<file path="src/rtl/mult_pipe_if.sv">
// mult_pipe_if: issue-side / writeback-side signal bundle for mult_pipe.
//   master : driven by the issue stage (op, operands, stall/flush), sees the results.
//   slave  : the multiplier itself.
interface mult_pipe_if #(
    parameter int unsigned ARCH_BITS    = 32,
    parameter int unsigned STAGES       = 4,
    parameter int unsigned OPCODE_BITS  = 6,
    parameter int unsigned ROB_IDX_BITS = 4,
    parameter int unsigned REG_IDX_BITS = 5,
    parameter int unsigned CNT_BITS     = $clog2(STAGES + 1)
);
    // Issue side
    logic                    validIn;
    logic                    signedIn;
    logic [OPCODE_BITS-1:0]  opcodeIn;
    logic [ROB_IDX_BITS-1:0] robIdxIn;
    logic [ARCH_BITS-1:0]    pcIn;
    logic [REG_IDX_BITS-1:0] dstRegIn;
    logic [ARCH_BITS-1:0]    data1In;
    logic [ARCH_BITS-1:0]    data2In;
    logic                    stallIn;
    logic                    flushIn;

    // Result side
    logic                    validOut;
    logic [OPCODE_BITS-1:0]  opcodeOut;
    logic [ROB_IDX_BITS-1:0] robIdxOut;
    logic [ARCH_BITS-1:0]    pcOut;
    logic [REG_IDX_BITS-1:0] dstRegOut;
    logic [ARCH_BITS-1:0]    resH;
    logic [ARCH_BITS-1:0]    resL;
    logic [CNT_BITS-1:0]     inflight;
    logic                    busy;

    modport master (
        output validIn, signedIn, opcodeIn, robIdxIn, pcIn, dstRegIn,
               data1In, data2In, stallIn, flushIn,
        input  validOut, opcodeOut, robIdxOut, pcOut, dstRegOut,
               resH, resL, inflight, busy
    );

    modport slave (
        input  validIn, signedIn, opcodeIn, robIdxIn, pcIn, dstRegIn,
               data1In, data2In, stallIn, flushIn,
        output validOut, opcodeOut, robIdxOut, pcOut, dstRegOut,
               resH, resL, inflight, busy
    );
endinterface

</file>
<file path="src/rtl/mult_pipe.sv">
// mult_pipe: parametrised pipelined integer multiplier (full 2*ARCH_BITS product).
// Ports:
//   clk  - clock, all state on rising edge
//   rst  - asynchronous active-low reset
//   bus  - mult_pipe_if.slave: op/operands/metadata in, stall/flush in,
//          registered result + metadata out, inflight count and busy out.
// An op accepted at edge N is on the outputs after edge N+STAGES-1. Stall
// freezes every stage, flush kills every stage (and the op presented with it).
// Invalid stages always carry OPCODE_NOP and zero payload, so the outputs are
// idle-clean whenever validOut is low.
module mult_pipe #(
    parameter int unsigned ARCH_BITS    = 32,
    parameter int unsigned STAGES       = 4,
    parameter int unsigned OPCODE_BITS  = 6,
    parameter int unsigned ROB_IDX_BITS = 4,
    parameter int unsigned REG_IDX_BITS = 5,
    parameter int unsigned OPCODE_NOP   = 0,
    parameter int unsigned CNT_BITS     = $clog2(STAGES + 1)
) (
    input  logic         clk,
    input  logic         rst,
    mult_pipe_if.slave   bus
);

    localparam int unsigned PROD_BITS = 2 * ARCH_BITS;
    localparam logic [OPCODE_BITS-1:0] NOP_OP = OPCODE_BITS'(OPCODE_NOP);

    // Metadata travelling alongside the operands/product
    typedef struct packed {
        logic [OPCODE_BITS-1:0]  opcode;
        logic [ROB_IDX_BITS-1:0] rob_idx;
        logic [ARCH_BITS-1:0]    pc;
        logic [REG_IDX_BITS-1:0] dst_reg;
    } meta_t;

    localparam meta_t META_IDLE = '{opcode: NOP_OP, rob_idx: '0, pc: '0, dst_reg: '0};

    // Sign- or zero-extend both operands to full width; the truncated
    // 2W x 2W product is then the exact 2W-bit result in either mode.
    function automatic logic [PROD_BITS-1:0] mul_ext(
        input logic                 sgn,
        input logic [ARCH_BITS-1:0] a,
        input logic [ARCH_BITS-1:0] b
    );
        logic [PROD_BITS-1:0] ea;
        logic [PROD_BITS-1:0] eb;
        ea = {{ARCH_BITS{sgn & a[ARCH_BITS-1]}}, a};
        eb = {{ARCH_BITS{sgn & b[ARCH_BITS-1]}}, b};
        return ea * eb;
    endfunction

    logic                 w_accept;
    logic                 w_advance;
    logic                 w_leave;
    meta_t                w_in_meta;
    logic [PROD_BITS-1:0] w_res;
    logic [CNT_BITS-1:0]  w_cnt_nxt;

    logic [STAGES-1:0]    r_vld;
    meta_t                r_meta [STAGES];
    logic [CNT_BITS-1:0]  r_cnt;
    logic                 r_busy;

    // Flush overrides stall: a flushing edge always clocks the pipe (to empty)
    assign w_accept  = bus.validIn && !bus.stallIn && !bus.flushIn;
    assign w_advance = !bus.stallIn || bus.flushIn;
    assign w_leave   = r_vld[STAGES-1] && !bus.stallIn;

    // Metadata for stage 0: real op or an idle bubble
    always_comb begin
        w_in_meta = META_IDLE;
        if (w_accept) begin
            w_in_meta.opcode  = bus.opcodeIn;
            w_in_meta.rob_idx = bus.robIdxIn;
            w_in_meta.pc      = bus.pcIn;
            w_in_meta.dst_reg = bus.dstRegIn;
        end
    end

    // Valid bits and metadata shift register
    always_ff @(posedge clk or negedge rst) begin
        if (!rst) begin
            r_vld <= '0;
            for (int i = 0; i < STAGES; i++) begin
                r_meta[i] <= META_IDLE;
            end
        end else if (w_advance) begin
            r_vld[0]  <= w_accept;
            r_meta[0] <= w_in_meta;
            for (int i = 1; i < STAGES; i++) begin
                r_vld[i]  <= r_vld[i-1] && !bus.flushIn;
                r_meta[i] <= (r_vld[i-1] && !bus.flushIn) ? r_meta[i-1] : META_IDLE;
            end
        end
    end

    // Product datapath
    generate
        if (STAGES == 1) begin : g_single
            logic [PROD_BITS-1:0] w_prod;
            logic [PROD_BITS-1:0] r_prod;

            // Only one stage: multiply straight off the inputs and register it
            assign w_prod = mul_ext(bus.signedIn, bus.data1In, bus.data2In);

            always_ff @(posedge clk or negedge rst) begin
                if (!rst) begin
                    r_prod <= '0;
                end else if (w_advance) begin
                    r_prod <= w_accept ? w_prod : '0;
                end
            end

            assign w_res = r_prod;
        end else begin : g_multi
            logic                 r_sgn;
            logic [ARCH_BITS-1:0] r_d1;
            logic [ARCH_BITS-1:0] r_d2;
            logic [PROD_BITS-1:0] w_prod;
            logic [PROD_BITS-1:0] r_prod [1:STAGES-1];

            // Stage 0 holds the operands; stage 1 onward holds the product
            assign w_prod = mul_ext(r_sgn, r_d1, r_d2);

            always_ff @(posedge clk or negedge rst) begin
                if (!rst) begin
                    r_sgn <= 1'b0;
                    r_d1  <= '0;
                    r_d2  <= '0;
                    for (int i = 1; i < STAGES; i++) begin
                        r_prod[i] <= '0;
                    end
                end else if (w_advance) begin
                    r_sgn     <= w_accept && bus.signedIn;
                    r_d1      <= w_accept ? bus.data1In : '0;
                    r_d2      <= w_accept ? bus.data2In : '0;
                    r_prod[1] <= (r_vld[0] && !bus.flushIn) ? w_prod : '0;
                    for (int i = 2; i < STAGES; i++) begin
                        r_prod[i] <= (r_vld[i-1] && !bus.flushIn) ? r_prod[i-1] : '0;
                    end
                end
            end

            assign w_res = r_prod[STAGES-1];
        end
    endgenerate

    // In-flight op count: +1 on accept, -1 on a valid op leaving the last stage
    always_comb begin
        w_cnt_nxt = r_cnt;
        if (bus.flushIn) begin
            w_cnt_nxt = '0;
        end else if (w_accept && !w_leave) begin
            w_cnt_nxt = r_cnt + CNT_BITS'(1);
        end else if (!w_accept && w_leave) begin
            w_cnt_nxt = r_cnt - CNT_BITS'(1);
        end
    end

    always_ff @(posedge clk or negedge rst) begin
        if (!rst) begin
            r_cnt  <= '0;
            r_busy <= 1'b0;
        end else begin
            r_cnt  <= w_cnt_nxt;
            r_busy <= (w_cnt_nxt != '0);
        end
    end

    // Outputs come straight from the last stage registers
    assign bus.validOut  = r_vld[STAGES-1];
    assign bus.opcodeOut = r_meta[STAGES-1].opcode;
    assign bus.robIdxOut = r_meta[STAGES-1].rob_idx;
    assign bus.pcOut     = r_meta[STAGES-1].pc;
    assign bus.dstRegOut = r_meta[STAGES-1].dst_reg;
    assign bus.resH      = w_res[PROD_BITS-1:ARCH_BITS];
    assign bus.resL      = w_res[ARCH_BITS-1:0];
    assign bus.inflight  = r_cnt;
    assign bus.busy      = r_busy;

endmodule

</file>
<file path="src/flat_wrapper.sv">
// flat-port wrapper written by rule: the top's interface ports become plain ports
module mult_pipe_flat 
#(
    parameter int unsigned ARCH_BITS    = 32,
    parameter int unsigned STAGES       = 4,
    parameter int unsigned OPCODE_BITS  = 6,
    parameter int unsigned ROB_IDX_BITS = 4,
    parameter int unsigned REG_IDX_BITS = 5,
    parameter int unsigned OPCODE_NOP   = 0,
    parameter int unsigned CNT_BITS     = $clog2(STAGES + 1)
)
  (clk, rst, bus_validIn, bus_signedIn, bus_opcodeIn, bus_robIdxIn, bus_pcIn, bus_dstRegIn, bus_data1In, bus_data2In, bus_stallIn, bus_flushIn, bus_validOut, bus_opcodeOut, bus_robIdxOut, bus_pcOut, bus_dstRegOut, bus_resH, bus_resL, bus_inflight, bus_busy);
  mult_pipe_if #(.ARCH_BITS(ARCH_BITS), .STAGES(STAGES), .OPCODE_BITS(OPCODE_BITS), .ROB_IDX_BITS(ROB_IDX_BITS), .REG_IDX_BITS(REG_IDX_BITS), .CNT_BITS(CNT_BITS)) bus_i ();
  input  logic clk;
  input  logic rst;
  input wire logic [$bits(bus_i.validIn)-1:0] bus_validIn;
  input wire logic [$bits(bus_i.signedIn)-1:0] bus_signedIn;
  input wire logic [$bits(bus_i.opcodeIn)-1:0] bus_opcodeIn;
  input wire logic [$bits(bus_i.robIdxIn)-1:0] bus_robIdxIn;
  input wire logic [$bits(bus_i.pcIn)-1:0] bus_pcIn;
  input wire logic [$bits(bus_i.dstRegIn)-1:0] bus_dstRegIn;
  input wire logic [$bits(bus_i.data1In)-1:0] bus_data1In;
  input wire logic [$bits(bus_i.data2In)-1:0] bus_data2In;
  input wire logic [$bits(bus_i.stallIn)-1:0] bus_stallIn;
  input wire logic [$bits(bus_i.flushIn)-1:0] bus_flushIn;
  output wire logic [$bits(bus_i.validOut)-1:0] bus_validOut;
  output wire logic [$bits(bus_i.opcodeOut)-1:0] bus_opcodeOut;
  output wire logic [$bits(bus_i.robIdxOut)-1:0] bus_robIdxOut;
  output wire logic [$bits(bus_i.pcOut)-1:0] bus_pcOut;
  output wire logic [$bits(bus_i.dstRegOut)-1:0] bus_dstRegOut;
  output wire logic [$bits(bus_i.resH)-1:0] bus_resH;
  output wire logic [$bits(bus_i.resL)-1:0] bus_resL;
  output wire logic [$bits(bus_i.inflight)-1:0] bus_inflight;
  output wire logic [$bits(bus_i.busy)-1:0] bus_busy;
  assign bus_i.validIn = bus_validIn;
  assign bus_i.signedIn = bus_signedIn;
  assign bus_i.opcodeIn = bus_opcodeIn;
  assign bus_i.robIdxIn = bus_robIdxIn;
  assign bus_i.pcIn = bus_pcIn;
  assign bus_i.dstRegIn = bus_dstRegIn;
  assign bus_i.data1In = bus_data1In;
  assign bus_i.data2In = bus_data2In;
  assign bus_i.stallIn = bus_stallIn;
  assign bus_i.flushIn = bus_flushIn;
  assign bus_validOut = bus_i.validOut;
  assign bus_opcodeOut = bus_i.opcodeOut;
  assign bus_robIdxOut = bus_i.robIdxOut;
  assign bus_pcOut = bus_i.pcOut;
  assign bus_dstRegOut = bus_i.dstRegOut;
  assign bus_resH = bus_i.resH;
  assign bus_resL = bus_i.resL;
  assign bus_inflight = bus_i.inflight;
  assign bus_busy = bus_i.busy;
  mult_pipe #(.ARCH_BITS(ARCH_BITS), .STAGES(STAGES), .OPCODE_BITS(OPCODE_BITS), .ROB_IDX_BITS(ROB_IDX_BITS), .REG_IDX_BITS(REG_IDX_BITS), .OPCODE_NOP(OPCODE_NOP), .CNT_BITS(CNT_BITS)) u_core (.clk(clk), .rst(rst), .bus(bus_i));
endmodule
</file>
<file path="config.mk">
export PLATFORM = sky130hd
export DESIGN_NAME = mult_pipe_flat
export DESIGN_NICKNAME = d
export VERILOG_FILES = /design/src/rtl/mult_pipe_if.sv /design/src/rtl/mult_pipe.sv /design/src/flat_wrapper.sv
export SDC_FILE = /design/constraint.sdc
export NUM_CORES = 2
export LEC_CHECK = 0
export BUFFER_PORTS_ARGS = -buffer_cell sky130_fd_sc_hd__buf_2
export CAP_MARGIN = 20
export CORE_AREA = 2 2 399 401
export DETAILED_ROUTE_END_ITERATION = 6
export DIE_AREA = 0 0 401 403
export PLACE_DENSITY = 0.53
export SLEW_MARGIN = 30
export SYNTH_ARGS = -nofsm -noshare
export SYNTH_HDL_FRONTEND = slang
export SYNTH_SLANG_ARGS = --single-unit
</file>
<file path="constraint.sdc">
create_clock -name clk -period 9.5 [get_ports clk]
set_input_delay 1.9 -clock clk [delete_from_list [all_inputs] [get_ports clk]]
set_output_delay 1.9 -clock clk [all_outputs]
set_load 0.01 [all_outputs]
</file>
# Word-level counts from Yosys, hierarchy flattened
# Cells that the tools add are included.
word_totals:
  out_inout_bits: 116
  inputBits: 117
  reg_bits: 453
  word_cells: 57
classes:
  n_bitwise: 2
  add_sub_neg: 2
  n_mul: 1
  mux: 12
  reduce_logical: 15
op_table:
  columns: ["operator", "count"]
  rows:
  - ["64-bit 2-to-1 mux", 3]
  - ["47-bit 2-to-1 mux", 4]
  - ["33-bit by 33-bit multiplier with 64-bit output", 1]
  - ["32-bit 2-to-1 mux", 2]
  - ["1-bit logical AND", 9]
  - ["3-bit 2-to-1 mux", 3]
  - ["1-bit logical NOT", 4]
  - ["3-bit by 1-bit adder with 3-bit output, second input constant", 1]
  - ["3-bit nonzero test", 1]
  - ["3-bit by 1-bit subtractor with 3-bit output, second input constant", 1]
  - ["1-bit bitwise AND", 2]
  - ["1-bit logical OR", 1]

# Longest topological paths before layout
depth:
  depth_word: 9
  mapped_depth: 31
  depth_no_buf: 28

# Least setup slack after synthesis
# No wires, ideal clock.
synth_path:
  kind: "register -> register"
  start: "register u_core.g_multi.r_d1[31]"
  end: "register u_core.g_multi.r_prod[190] in the netlist's numbering"
  setup_time_ns: 0.132
  period_less_slack_ns: 8.279
  path_buffers: 3
  path_stages_with_launch: 31
  slack_ns: 1.221
  t_arrival_ns: 8.148
  t_required_ns: 9.368
  cell_sequence: "dfrtp_1 clkbuf_1 and2_1 clkbuf_1 nand2_1 inv_1 fa_1 inv_1 fa_1 inv_1 fa_1 fa_1 inv_1 fa_1 inv_1 fa_1 inv_1 fa_1 fa_1 inv_1 ha_1 clkbuf_1 nand2_1 nor2_1 nand3_1 or4_1 o32ai_2 o41a_1 a311o_1 a211o_1 o211ai_1"
synth_between:
  elab_chain_cells: 3
synth_lines:
  columns: ["item", "line_no", "text"]
  rows:
  - ["start, declared", "mult_pipe.sv:117", "logic [ARCH_BITS-1:0] r_d1;"]
  - ["start signal, assigned", "mult_pipe.sv:135", "r_d1 <= w_accept ? bus.data1In : '0;"]
  - ["1-bit bitwise AND", "mult_pipe.sv:47", "ea = {{ARCH_BITS{sgn & a[ARCH_BITS-1]}}, a};"]
  - ["33-bit by 33-bit multiplier with 64-bit output (*)", "mult_pipe.sv:49", "return ea * eb;"]
  - ["64-bit 2-to-1 mux (*)", "mult_pipe.sv:137", "r_prod[1] <= (r_vld[0] && !bus.flushIn) ? w_prod : '0;"]
  - ["end signal, assigned by index", "mult_pipe.sv:139", "r_prod[i] <= (r_vld[i-1] && !bus.flushIn) ? r_prod[i-1] : '0;"]
  - ["end, declared", "mult_pipe.sv:120", "logic [PROD_BITS-1:0] r_prod [1:STAGES-1];"]
# Mark *: on every way between the ends. The rest lies on a longest branch, timed or not.
# A chain may end at the register's enable or synchronous reset.

# Final worst setup path
layout_path:
  start: "register u_core.g_multi.r_d2[4]"
  end: "register u_core.g_multi.r_prod[176] in the netlist's numbering"
layout_between:
  elab_chain_cells: 2
layout_lines:
  columns: ["item", "line_no", "text"]
  rows:
  - ["start, declared", "mult_pipe.sv:118", "logic [ARCH_BITS-1:0] r_d2;"]
  - ["start signal, assigned", "mult_pipe.sv:136", "r_d2 <= w_accept ? bus.data2In : '0;"]
  - ["33-bit by 33-bit multiplier with 64-bit output", "mult_pipe.sv:49", null]
  - ["64-bit 2-to-1 mux", "mult_pipe.sv:137", null]
# Every way passes these cells.

==> impl_metrics.yaml <==
worst_setup_path:
  end_kind: "register"
  critPathMaxFanout: 16
  critPathRequiredTime_ns: 10.00
  arrival_ns: 9.33
  start_kind: "register"
  r2r_setup_slack_ns: 0.67
  r2r_start: "u_core.g_multi.r_d2[4]"
  rr_endpoint: "u_core.g_multi.r_prod[176]"
  reg2reg_depth: 25
  critical_path_class: "reg -> reg"
synth:
  synth.most_common_cell: "inv_1"
  yosysTopAreaCellShare: 0.412
  synth.top_cells.by_count: "inv_1 (1126), fa_1 (1125), nand2_1 (798), dfrtp_1 (453), a22o_1 (388)"
  synthFlopType: "dfrtp_1"
  synthTopCellsByArea: "fa_1 (41%), dfrtp_1 (21%), inv_1 (7.7%)"
  syn_nets: 6853
  synth_edf_count: 0
  ys_types: 60
  ys_seq_area_frac: 0.208
  synth_area_per_cell_um2: 10.1
  synth-async-reset-ratio: 1.00
  syn-cell-area_um2: 54600
  ys_ff_latch: 453
  synth.largest_area_cell: "fa_1"
  ys_warn_count: 0
  syn_inst: 5397
cells_and_area:
  drive_gt1_frac: 0.0868
  nets: 6815
  fin_cells: 7473
  antennaDiodeCount: 0
  syn_to_final_growth_pct: 8.45
power:
  ir_drop_uv: 156
  internal-power_w: 0.00348
  seqPwrFrac: 0.416
  p_clk_frac: 0.441
  p_sw_frac: 0.286
  power_density_nw_per_um2: 82.2
  p_leak_nw: 29.8
  p_comb_frac: 0.143
  switchingPower_w: 0.00139
timing:
  timing.slew.headroom: 0.317
  fin_crit_sh: 0.929
  worstMarginPinSlew_ns: 1.02
  setup-tns-final_ns: 0
  grt_setup_unrepaired: "false"
  fin_skew_ns: 0.0401
  min_period_ns: 8.83
  setup_viol: 0
  slew_violations: 0
  fmax_ghz: 0.113
  hold_viol: 0
hold_path:
  hold_path_depth: 2
  min_from: "u_core.g_multi.r_prod[157]"
  holdCritPathClass: "reg -> reg"
  worstHoldEndpoint: "u_core.g_multi.r_prod[157]"
floorplan:
  start_util: 0.347
  rows: 146
  die_w_um: 401
  fp.dieH_um: 403
  core-area_um2: 157000
  fp.dieArea_um2: 162000
  ios: 233
global_route:
  antenna_found_initial: 6
  grt_pass1_vias: 39549
  overflow: 0
  grt_max_degree: 175
  grt_pass1_wl_mm: 241
  grt_util_all_layers: 0.192
drt:
  wl_mm: 151
  first_pass_iters: 5
  met1_length_mm: 72.6
  drtAntennaViolNets: 0
  drc: 0
  wl_met2_mm: 67.0
  routed_via_density: 4.89
  wl_per_cell_um: 20.2
  drtIter0Drc: 2385
  route.vias.total: 36536
  top_layer: "met5"
  routed-wl-met3_mm: 8.25
clocking:
  clockRootBuffer: "clkbuf_16"
  cts.path.max_buffers: 3
  cts_max_level: 2
  cts_sinks: 453
  path_clk_slew_ns: 0.06
  ctsHoldBuffers: 0
  clock_latency_ns: 0.67
  cts_tree: "done"
  cts_buffers: 51
flow_run:
  maxCapViolations: 0
status:
  status: "complete, no violations"
placement:
  dp_hpwl_mm: 123
  numPortBuffers: 232
  dp_cells: 7377
  gp_congestion: 0.904
final cells by class:
class	instances	area, µm²
Clock buffer	79	1530
Clock inverter	16	287
Fill cell	15744	98200
Inverter	1126	4230
Multi-Input combinational cell	3370	37000
Sequential cell	453	11300
Tap cell	2072	2590
Timing Repair Buffer	357	2270
state kept, by name (all words and copies together) (netlist names), 4 cells and up:
register	count
u_core.g_multi.r_d1	32
u_core.r_vld	4
u_core.r_meta	141
u_core.g_multi.r_d2	32
u_core.bus.opcodeOut	6
u_core.w_res	64
u_core.bus.pcOut	32
u_core.bus.robIdxOut	4
u_core.bus.dstRegOut	5
u_core.g_multi.r_prod	128
per-stage QoR:
step	setup WS [ns]	hold WS, ns	utilization	power (W)	instance area [µm²]
after floorplan	1.22	0.439	-	0.00246	54600
after global placement	0.170	0.458	0.364	0.00275	57300
after detailed placement	0.176	0.466	0.364	0.00276	57400
after CTS	0.125	0.472	0.376	0.00495	59200
after global routing	0.113	0.489	0.376	0.00511	59200
final	0.673	0.476	0.376	0.00487	59200
cells by family (layout without fill, tap and decap cells):
family / Yosys count / after routing / share of synthesized area
buffers and inverters: 1574 / 1578 / 0.116
adder cells (fa/ha/maj): 1339 / 1339 / 0.461
AND/OR/NAND/NOR: 1305 / 1305 / 0.111
AO/OA/AOI/OAI: 646 / 646 / 0.0920
flip-flops: 453 / 453 / 0.208
XOR/XNOR: 78 / 78 / 0.0125
multiplexers: 2 / 2 / 0.000366
what timing repair did:
action	CTS	global route
setup endpoints to repair	0	4
setup buffers	0	0
hold endpoints to repair	0	0
resized for setup	0	2
how the worst max path moves through the flow:
| stage | to | slack [ns] | startpoint | cells after the start |
|---|---|---|---|---|
| after global placement | u_core.g_multi.r_prod[177] | 0.17 | u_core.g_multi.r_d2[0] | 27 |
| after floorplan | u_core.g_multi.r_prod[190] | 1.22 | u_core.g_multi.r_d1[31] | 30 |
| after global routing | u_core.g_multi.r_prod[176] | 0.11 | u_core.g_multi.r_d2[7] | 27 |
| final | u_core.g_multi.r_prod[176] | 0.67 | u_core.g_multi.r_d2[4] | 25 |
| after detailed placement | u_core.g_multi.r_prod[177] | 0.18 | u_core.g_multi.r_d2[0] | 27 |
| after CTS | u_core.g_multi.r_prod[177] | 0.13 | u_core.g_multi.r_d2[0] | 27 |
per-layer routing:
metal | track usage | up-vias
li1 | - | 16112
met1 | 0.288 | 19241
met2 | 0.295 | 1013
met3 | 0.0255 | 160
met4 | 0.0431 | 10
met5 | 0 | -
layout by cell type, fill, tap and decap left out, types with 13 or more instances in the layout:
cell type / count
inv_1: 1126
buf_2: 231
a21o_1: 38
dfrtp_1: 445
xnor2_1: 51
clkbuf_16: 52
nand3_1: 19
o21ai_0: 77
o21bai_1: 15
clkbuf_1: 14
nand2_1: 797
and2_1: 349
a22o_1: 388
ha_1: 214
a21oi_1: 62
xor2_1: 27
fa_1: 1125
and3_1: 27
clkbuf_8: 13
buf_4: 112
nor2_1: 57
critical path: stages, from the launching register on:
cell,delay (ns)
dfrtp_1,0.92
buf_4,0.34
nand2_1,0.10
fa_1,0.52
fa_1,0.49
inv_1,0.05
fa_1,0.49
inv_1,0.06
fa_1,0.56
fa_1,0.45
fa_1,0.51
fa_1,0.50
inv_1,0.05
fa_1,0.48
ha_1,0.40
a211oi_1,0.24
o21bai_1,0.20
a31o_2,0.32
nor2_1,0.28
a211oi_1,0.17
buf_4,0.19
o41ai_1,0.47
o21ai_0,0.31
a31oi_1,0.27
xor2_1,0.18
o21ai_0,0.10
power by group through the flow:
stage                     combinational [W]  clock (W)  sequential [W]
after floorplan                    0.000454          0         0.00200
after global placement             0.000693          0         0.00206
after detailed placement           0.000700          0         0.00206
after CTS                          0.000702    0.00222         0.00203
after global routing               0.000794    0.00229         0.00203
final                              0.000697    0.00214         0.00203
Power figures use the tool's default switching activity.
